===== src/rtl/load_align_unit.sv =====
// rtl/load_align_unit.sv - load-data formatter: beat collection, byte alignment, sign/zero extension
//
// Sits between the memory data register path and register writeback. A load
// request names a byte offset, a size and a signedness; the unit collects one
// aligned beat (or two when the field crosses a beat boundary), extracts the
// addressed bytes, aligns them to bit 0 and extends them to DATA_W.
//
// Ports:
//   clk, reset_n                     clock (rising edge), asynchronous active-low reset
//   req_valid/req_ready              load request handshake
//   req_addr_lo/req_size/req_signed  byte offset, size code, sign-extend select
//   mem_valid/mem_ready/mem_data     aligned memory beat handshake (little-endian)
//   out_valid/out_ready              result handshake
//   out_data/out_err                 aligned result; err = misaligned load rejected
//   busy                             unit is not idle

module load_align_unit #(
    parameter int DATA_W           = 32,
    parameter bit ALLOW_MISALIGNED = 1'b1,
    localparam int NB              = DATA_W / 8,
    localparam int OFF_W           = $clog2(NB)
) (
    input  logic              clk,
    input  logic              reset_n,
    input  logic              req_valid,
    output logic              req_ready,
    input  logic [OFF_W-1:0]  req_addr_lo,
    input  logic [1:0]        req_size,
    input  logic              req_signed,
    input  logic              mem_valid,
    output logic              mem_ready,
    input  logic [DATA_W-1:0] mem_data,
    output logic              out_valid,
    input  logic              out_ready,
    output logic [DATA_W-1:0] out_data,
    output logic              out_err,
    output logic              busy
);

    localparam logic [1:0] S_IDLE  = 2'd0;
    localparam logic [1:0] S_BEAT0 = 2'd1;
    localparam logic [1:0] S_BEAT1 = 2'd2;
    localparam logic [1:0] S_HOLD  = 2'd3;

    localparam logic [1:0] SZ_FULL = 2'b00;
    localparam logic [1:0] SZ_HALF = 2'b01;
    localparam logic [1:0] SZ_BYTE = 2'b10;
    localparam logic [1:0] SZ_WORD = 2'b11;

    // Byte count of a size code. Fits OFF_W+1 bits because NB = 2**OFF_W.
    function automatic logic [OFF_W:0] size_bytes(input logic [1:0] sz);
        logic [OFF_W:0] nb;
        case (sz)
            SZ_BYTE: nb = (OFF_W+1)'(1);
            SZ_HALF: nb = (OFF_W+1)'(2);
            SZ_WORD: nb = (OFF_W+1)'(4);
            default: nb = (OFF_W+1)'(NB);
        endcase
        return nb;
    endfunction

    // Pull the addressed field out of {hi, lo}, align it to bit 0 and extend.
    // Full-width loads have nothing above the field, so signedness is moot.
    function automatic logic [DATA_W-1:0] extract(
        input logic [DATA_W-1:0] hi,
        input logic [DATA_W-1:0] lo,
        input logic [OFF_W-1:0]  off,
        input logic [1:0]        sz,
        input logic              sgn
    );
        logic [2*DATA_W-1:0] cat;
        logic [DATA_W-1:0]   field;
        logic [DATA_W-1:0]   res;
        logic [OFF_W:0]      nb;
        logic                fill;
        cat   = {hi, lo} >> {off, 3'b000};
        field = cat[DATA_W-1:0];
        nb    = size_bytes(sz);
        case (sz)
            SZ_BYTE: fill = sgn & field[7];
            SZ_HALF: fill = sgn & field[15];
            SZ_WORD: fill = sgn & field[31];
            default: fill = 1'b0;
        endcase
        res = '0;
        for (int i = 0; i < NB; i++) begin
            res[8*i +: 8] = (i < int'(nb)) ? field[8*i +: 8] : {8{fill}};
        end
        return res;
    endfunction

    logic [1:0]        state_q,    state_d;
    logic [OFF_W-1:0]  addr_q,     addr_d;
    logic [1:0]        size_q,     size_d;
    logic              signed_q,   signed_d;
    logic              cross_q,    cross_d;
    logic [DATA_W-1:0] buf0_q,     buf0_d;
    logic [DATA_W-1:0] out_data_q, out_data_d;
    logic              out_err_q,  out_err_d;

    // End offset of the incoming request; past NB means the field spills into
    // the next beat. One spare bit keeps addr + nbytes from wrapping.
    logic [OFF_W+1:0] req_end;
    logic             req_cross;

    assign req_end   = (OFF_W+2)'(req_addr_lo) + (OFF_W+2)'(size_bytes(req_size));
    assign req_cross = (req_end > (OFF_W+2)'(NB));

    always_comb begin
        state_d    = state_q;
        addr_d     = addr_q;
        size_d     = size_q;
        signed_d   = signed_q;
        cross_d    = cross_q;
        buf0_d     = buf0_q;
        out_data_d = out_data_q;
        out_err_d  = out_err_q;

        case (state_q)
            S_IDLE: begin
                if (req_valid) begin
                    addr_d   = req_addr_lo;
                    size_d   = req_size;
                    signed_d = req_signed;
                    if (req_cross && !ALLOW_MISALIGNED) begin
                        // Rejected without touching memory.
                        out_err_d  = 1'b1;
                        out_data_d = '0;
                        cross_d    = 1'b0;
                        state_d    = S_HOLD;
                    end else begin
                        cross_d = req_cross;
                        state_d = S_BEAT0;
                    end
                end
            end

            S_BEAT0: begin
                if (mem_valid) begin
                    buf0_d = mem_data;
                    if (cross_q) begin
                        state_d = S_BEAT1;
                    end else begin
                        out_data_d = extract('0, mem_data, addr_q, size_q, signed_q);
                        out_err_d  = 1'b0;
                        state_d    = S_HOLD;
                    end
                end
            end

            S_BEAT1: begin
                if (mem_valid) begin
                    out_data_d = extract(mem_data, buf0_q, addr_q, size_q, signed_q);
                    out_err_d  = 1'b0;
                    state_d    = S_HOLD;
                end
            end

            default: begin
                // HOLD: result stays put until consumed; out_data keeps its
                // value afterwards, only the error qualifier is dropped.
                if (out_ready) begin
                    out_err_d = 1'b0;
                    state_d   = S_IDLE;
                end
            end
        endcase
    end

    always_ff @(posedge clk or negedge reset_n) begin
        if (!reset_n) begin
            state_q    <= S_IDLE;
            addr_q     <= '0;
            size_q     <= '0;
            signed_q   <= 1'b0;
            cross_q    <= 1'b0;
            buf0_q     <= '0;
            out_data_q <= '0;
            out_err_q  <= 1'b0;
        end else begin
            state_q    <= state_d;
            addr_q     <= addr_d;
            size_q     <= size_d;
            signed_q   <= signed_d;
            cross_q    <= cross_d;
            buf0_q     <= buf0_d;
            out_data_q <= out_data_d;
            out_err_q  <= out_err_d;
        end
    end

    assign req_ready = (state_q == S_IDLE);
    assign mem_ready = (state_q == S_BEAT0) || (state_q == S_BEAT1);
    assign out_valid = (state_q == S_HOLD);
    assign busy      = (state_q != S_IDLE);
    assign out_data  = out_data_q;
    assign out_err   = out_err_q;

endmodule


===== config.mk =====
export PLATFORM = sky130hd
export DESIGN_NAME = load_align_unit
export DESIGN_NICKNAME = d
export VERILOG_FILES = /design/src/rtl/load_align_unit.sv
export SDC_FILE = /design/constraint.sdc
export NUM_CORES = 1
export LEC_CHECK = 0
export ABC_AREA = 1
export CAP_MARGIN = 20
export CORE_ASPECT_RATIO = 0.6
export CORE_MARGIN = 2
export CORE_UTILIZATION = 45
export CTS_CLUSTER_DIAMETER = 100
export CTS_CLUSTER_SIZE = 25
export DETAILED_ROUTE_END_ITERATION = 12
export PLACE_DENSITY = 0.69
export SLEW_MARGIN = 40
export SYNTH_ARGS = -nofsm -noshare
export SYNTH_HDL_FRONTEND = slang
export SYNTH_SLANG_ARGS = --single-unit

===== constraint.sdc =====
create_clock -name clk -period 1.76 [get_ports clk]
set_input_delay 0.352 -clock clk [delete_from_list [all_inputs] [get_ports clk]]
set_output_delay 0.352 -clock clk [all_outputs]
set_load 0.05 [all_outputs]

==> results.yml <==
clock_tree:
  clock_insertion_delay_worst_skew_ns: 0.34
  clockRootBuffer: "sky130_fd_sc_hd__clkbuf_16"
  cts_made_buffers: 9
  cts_tree: "built"
  cts_num_sinks: 72
  htree_num_levels: 3
  clk_path_buf_depth: 2
  clock_pin_transition_on_the_worst_setup_and_hold_timing_paths_ns: 0.06
logic_synthesis:
  synthesis.yosys.warnings: 0
  ys_types: 35
  syn-num-nets: 747
  synthesis.area_per_instance_um2: 7.10
  postSynthCellCount: 692
  synth-async-reset-ratio: 1.00
  most_used_flip_flop_cell_after_synthesis: "sky130_fd_sc_hd__dfrtp_1"
  synth-seq-area-share: 0.367
  syn_area_um2: 4910
  number_of_flops_mapped_to_enable_cells_by_yosys: 0
  ys_ff_latch: 72
sta:
  fmaxAchievable_mhz: 575
  report.final.hold_viol_count: 0
  worst_hold_slack_ns: 0.0350
  finalWorstPathRequiredPeriod_ns: 1.74
  rsz0062_at_grt: "true"
  drv_slew: 0
  worst_clock_skew_ns: 0.00821
  final-setup-viol-count: 0
  timing.final.crit_share: 0.987
setup_path:
  kind_of_cell_with_the_highest_combined_delay_on_the_critical_path: "flip-flops"
  critPathKind: "reg2reg"
  timing.critical_path.arrival_ns: 1.97
  setup.worst_path.end: "out_data[6]"
  cp-startpoint: "addr_q[0]"
  cp_slowest_stage_delay_ns: 0.46
  worst_r2r_path_depth: 7
  r2r_start: "addr_q[0]"
  cp.buffers_inverters: 2
  crit_top_cell: "sky130_fd_sc_hd__nand3_1"
  worst-endpoint-required_ns: 1.99
  cp_num_cells: 7
  startpoint_type: "register"
  worst-path-max-fanout: 32
  r2r_setup_slack_ns: 0.02
  critical_path_s_slowest_cell: "sky130_fd_sc_hd__dfrtp_2"
  critical_path.reg2reg.endpoint: "out_data[6]"
  endpoint_kind_of_the_worst_setup_timing_path: "register"
  cp_cell_sequence: "buf_12, buf_4, mux2i_1, nand2_1, nand3_1, nand3_1, o21a_1"
floorplanning:
  placementRows: 29
  core_area_um2: 10600
  die_h_um: 84.9
  io_pins: 79
  initial_utilization: 0.464
  fp.dieArea_um2: 11800
  dieWidth_um: 139
pwr:
  cellLeakagePower_nw: 3.29
  power.density_nw_per_um2: 2300
  power_frac_comb: 0.674
  peakVddDrop_uv: 1410
  netSwitchingFraction: 0.502
  internal_power_mw: 7.66
  totalPowerFinal_mw: 15.4
  clockPowerShare: 0.130
  power.switching_mw: 7.71
  share_seq_of_total_power: 0.195
finish:
  final_core_utilization: 0.632
  areaGrowthSynthToFinish_pct: 36.3
  number_of_nets_in_the_finished_design: 849
  mostFrequentLayoutCells: "sky130_fd_sc_hd__nand2_1, sky130_fd_sc_hd__nand3_1, sky130_fd_sc_hd__buf_4"
  diodes: 0
  final_design_area_no_fill_um2: 6700
  layout.cells.most_common: "sky130_fd_sc_hd__nand2_1"
  finish.cell_count_without_fillers: 938
  drive_gt1_frac: 0.219
drt:
  drt_first_iter_violations: 484
  drcViolationCount: 0
  wl_per_cell_um: 17.4
  routed_via_density: 5.56
  vias: 5214
  detailed_route_wl_um: 16300
  detailedRoute.firstPassIterationCount: 7
  ant_nets: 0
grt:
  grt_first_pass_wirelength_um: 26200
  number_of_antenna_violations_at_the_first_check_in_global_routing: 0
  grt_overflow: 0
  first_global_vias: 5034
  overall_global_routing_usage: 0.278
  grt_start_max_net_pins: 73
placed_design:
  gp_congestion: 0.925
  place_area_um2: 6130
  numPlacedInstances: 918
  io_buffer_count: 77
  detailed_place_hpwl_um: 11200
job:
  cap_violations: 0
status:
  run_status: "complete, no violations"
worst_hold_path:
  min_path_type: "in2async"
-- sequential cells by signal (all words and copies together) (netlist names) --
signal,flops
addr_q,2
buf0_q,32
cross_q,1
out_data,32
signed_q,1
size_q,2
state_q,2
-- layout make-up --
class                           instances  area, um^2
Fill cell                             944        3900
Multi-Input combinational cell        531        2890
Sequential cell                        72        1800
Timing Repair Buffer                  132        1320
Clock buffer                            9         225
Inverter                               48         189
Tap cell                              139         174
Clock inverter                          7        96.3
-- cell usage after synthesis (2+ instances only) --
cell type | number | area [um^2]
sky130_fd_sc_hd__nand3_2 | 15 | 150
sky130_fd_sc_hd__or2_2 | 2 | 12.5
sky130_fd_sc_hd__ha_1 | 12 | 150
sky130_fd_sc_hd__mux2i_1 | 5 | 50.1
sky130_fd_sc_hd__o211ai_1 | 2 | 15.0
sky130_fd_sc_hd__buf_4 | 3 | 22.5
sky130_fd_sc_hd__inv_1 | 43 | 161
sky130_fd_sc_hd__o211a_1 | 5 | 50.1
sky130_fd_sc_hd__mux2_2 | 10 | 113
sky130_fd_sc_hd__buf_2 | 14 | 70.1
sky130_fd_sc_hd__nand3_1 | 91 | 455
sky130_fd_sc_hd__buf_6 | 3 | 33.8
sky130_fd_sc_hd__o31ai_1 | 2 | 15.0
sky130_fd_sc_hd__clkinv_1 | 2 | 7.51
sky130_fd_sc_hd__a21oi_1 | 13 | 65.1
sky130_fd_sc_hd__nor2_1 | 46 | 173
sky130_fd_sc_hd__nand2_2 | 2 | 12.5
sky130_fd_sc_hd__o21a_1 | 7 | 52.6
sky130_fd_sc_hd__buf_8 | 2 | 30.0
sky130_fd_sc_hd__nand3_4 | 3 | 52.6
sky130_fd_sc_hd__dfrtp_1 | 72 | 1800
sky130_fd_sc_hd__o21ai_0 | 74 | 370
sky130_fd_sc_hd__inv_2 | 3 | 11.3
sky130_fd_sc_hd__or2_0 | 7 | 43.8
sky130_fd_sc_hd__buf_1 | 5 | 18.8
sky130_fd_sc_hd__clkbuf_1 | 16 | 60.1
sky130_fd_sc_hd__nand2_1 | 225 | 845
-- power by group through the flow --
stage	Combinational, mW	Sequential, mW	Clock (mW)
after floorplan	5.20	4.01	0
after global placement	9.35	2.94	0
after detailed placement	9.50	2.99	0
after CTS	9.73	2.97	2.03
after global routing	11.2	3.10	2.11
final	10.4	3.01	2.00
-- per-stage QoR --
stage	TNS [ns]	setup WS, ns
2_1_floorplan	0	0.0212
3_3_place_gp	-3.17	-0.380
3_5_place_dp	-3.68	-0.470
4_1_cts	0	0.00126
5_1_grt	-0.203	-0.0611
6_report	0	0.0221
-- how the worst min path moves through the flow --
stage                        from   endpoint  slack [ns]  cells past startpoint
after detailed placement  reset_n    cross_q        0.42                      2
after CTS                 reset_n    cross_q        0.06                      2
final                     reset_n    cross_q        0.03                      2
after floorplan           reset_n  addr_q[0]        0.06                      0
after global routing      reset_n    cross_q        0.08                      2
after global placement    reset_n    cross_q        0.41                      2
-- per-layer routing --
layer	track usage	share of wire
met5	0	0
met4	0.0652	0.017
met3	0.0609	0.080
met2	0.466	0.46
met1	0.374	0.44
-- timing repair --
item                       CTS  global route
gates cloned                 1             2
gates resized for setup     11            39
hold buffers                 0             0
buffers inserted             0             1
setup endpoints to repair   27            32
pin swaps                    3             9
-- kinds of logic (layout without fill, tap and decap cells) --
logic type / count (synthesis) / after routing / synth area share
flops: 72 / 72 / 0.367
other cells: 1 / 1 / 0.000763
simple gates: 393 / 395 / 0.358
fa+ha+maj: 13 / 13 / 0.0346
mux: 15 / 15 / 0.0331
xor+xnor: 1 / 1 / 0.00178
compound gates: 106 / 106 / 0.120
buf+inv: 91 / 196 / 0.0845
Power figures use the tool's default switching activity.
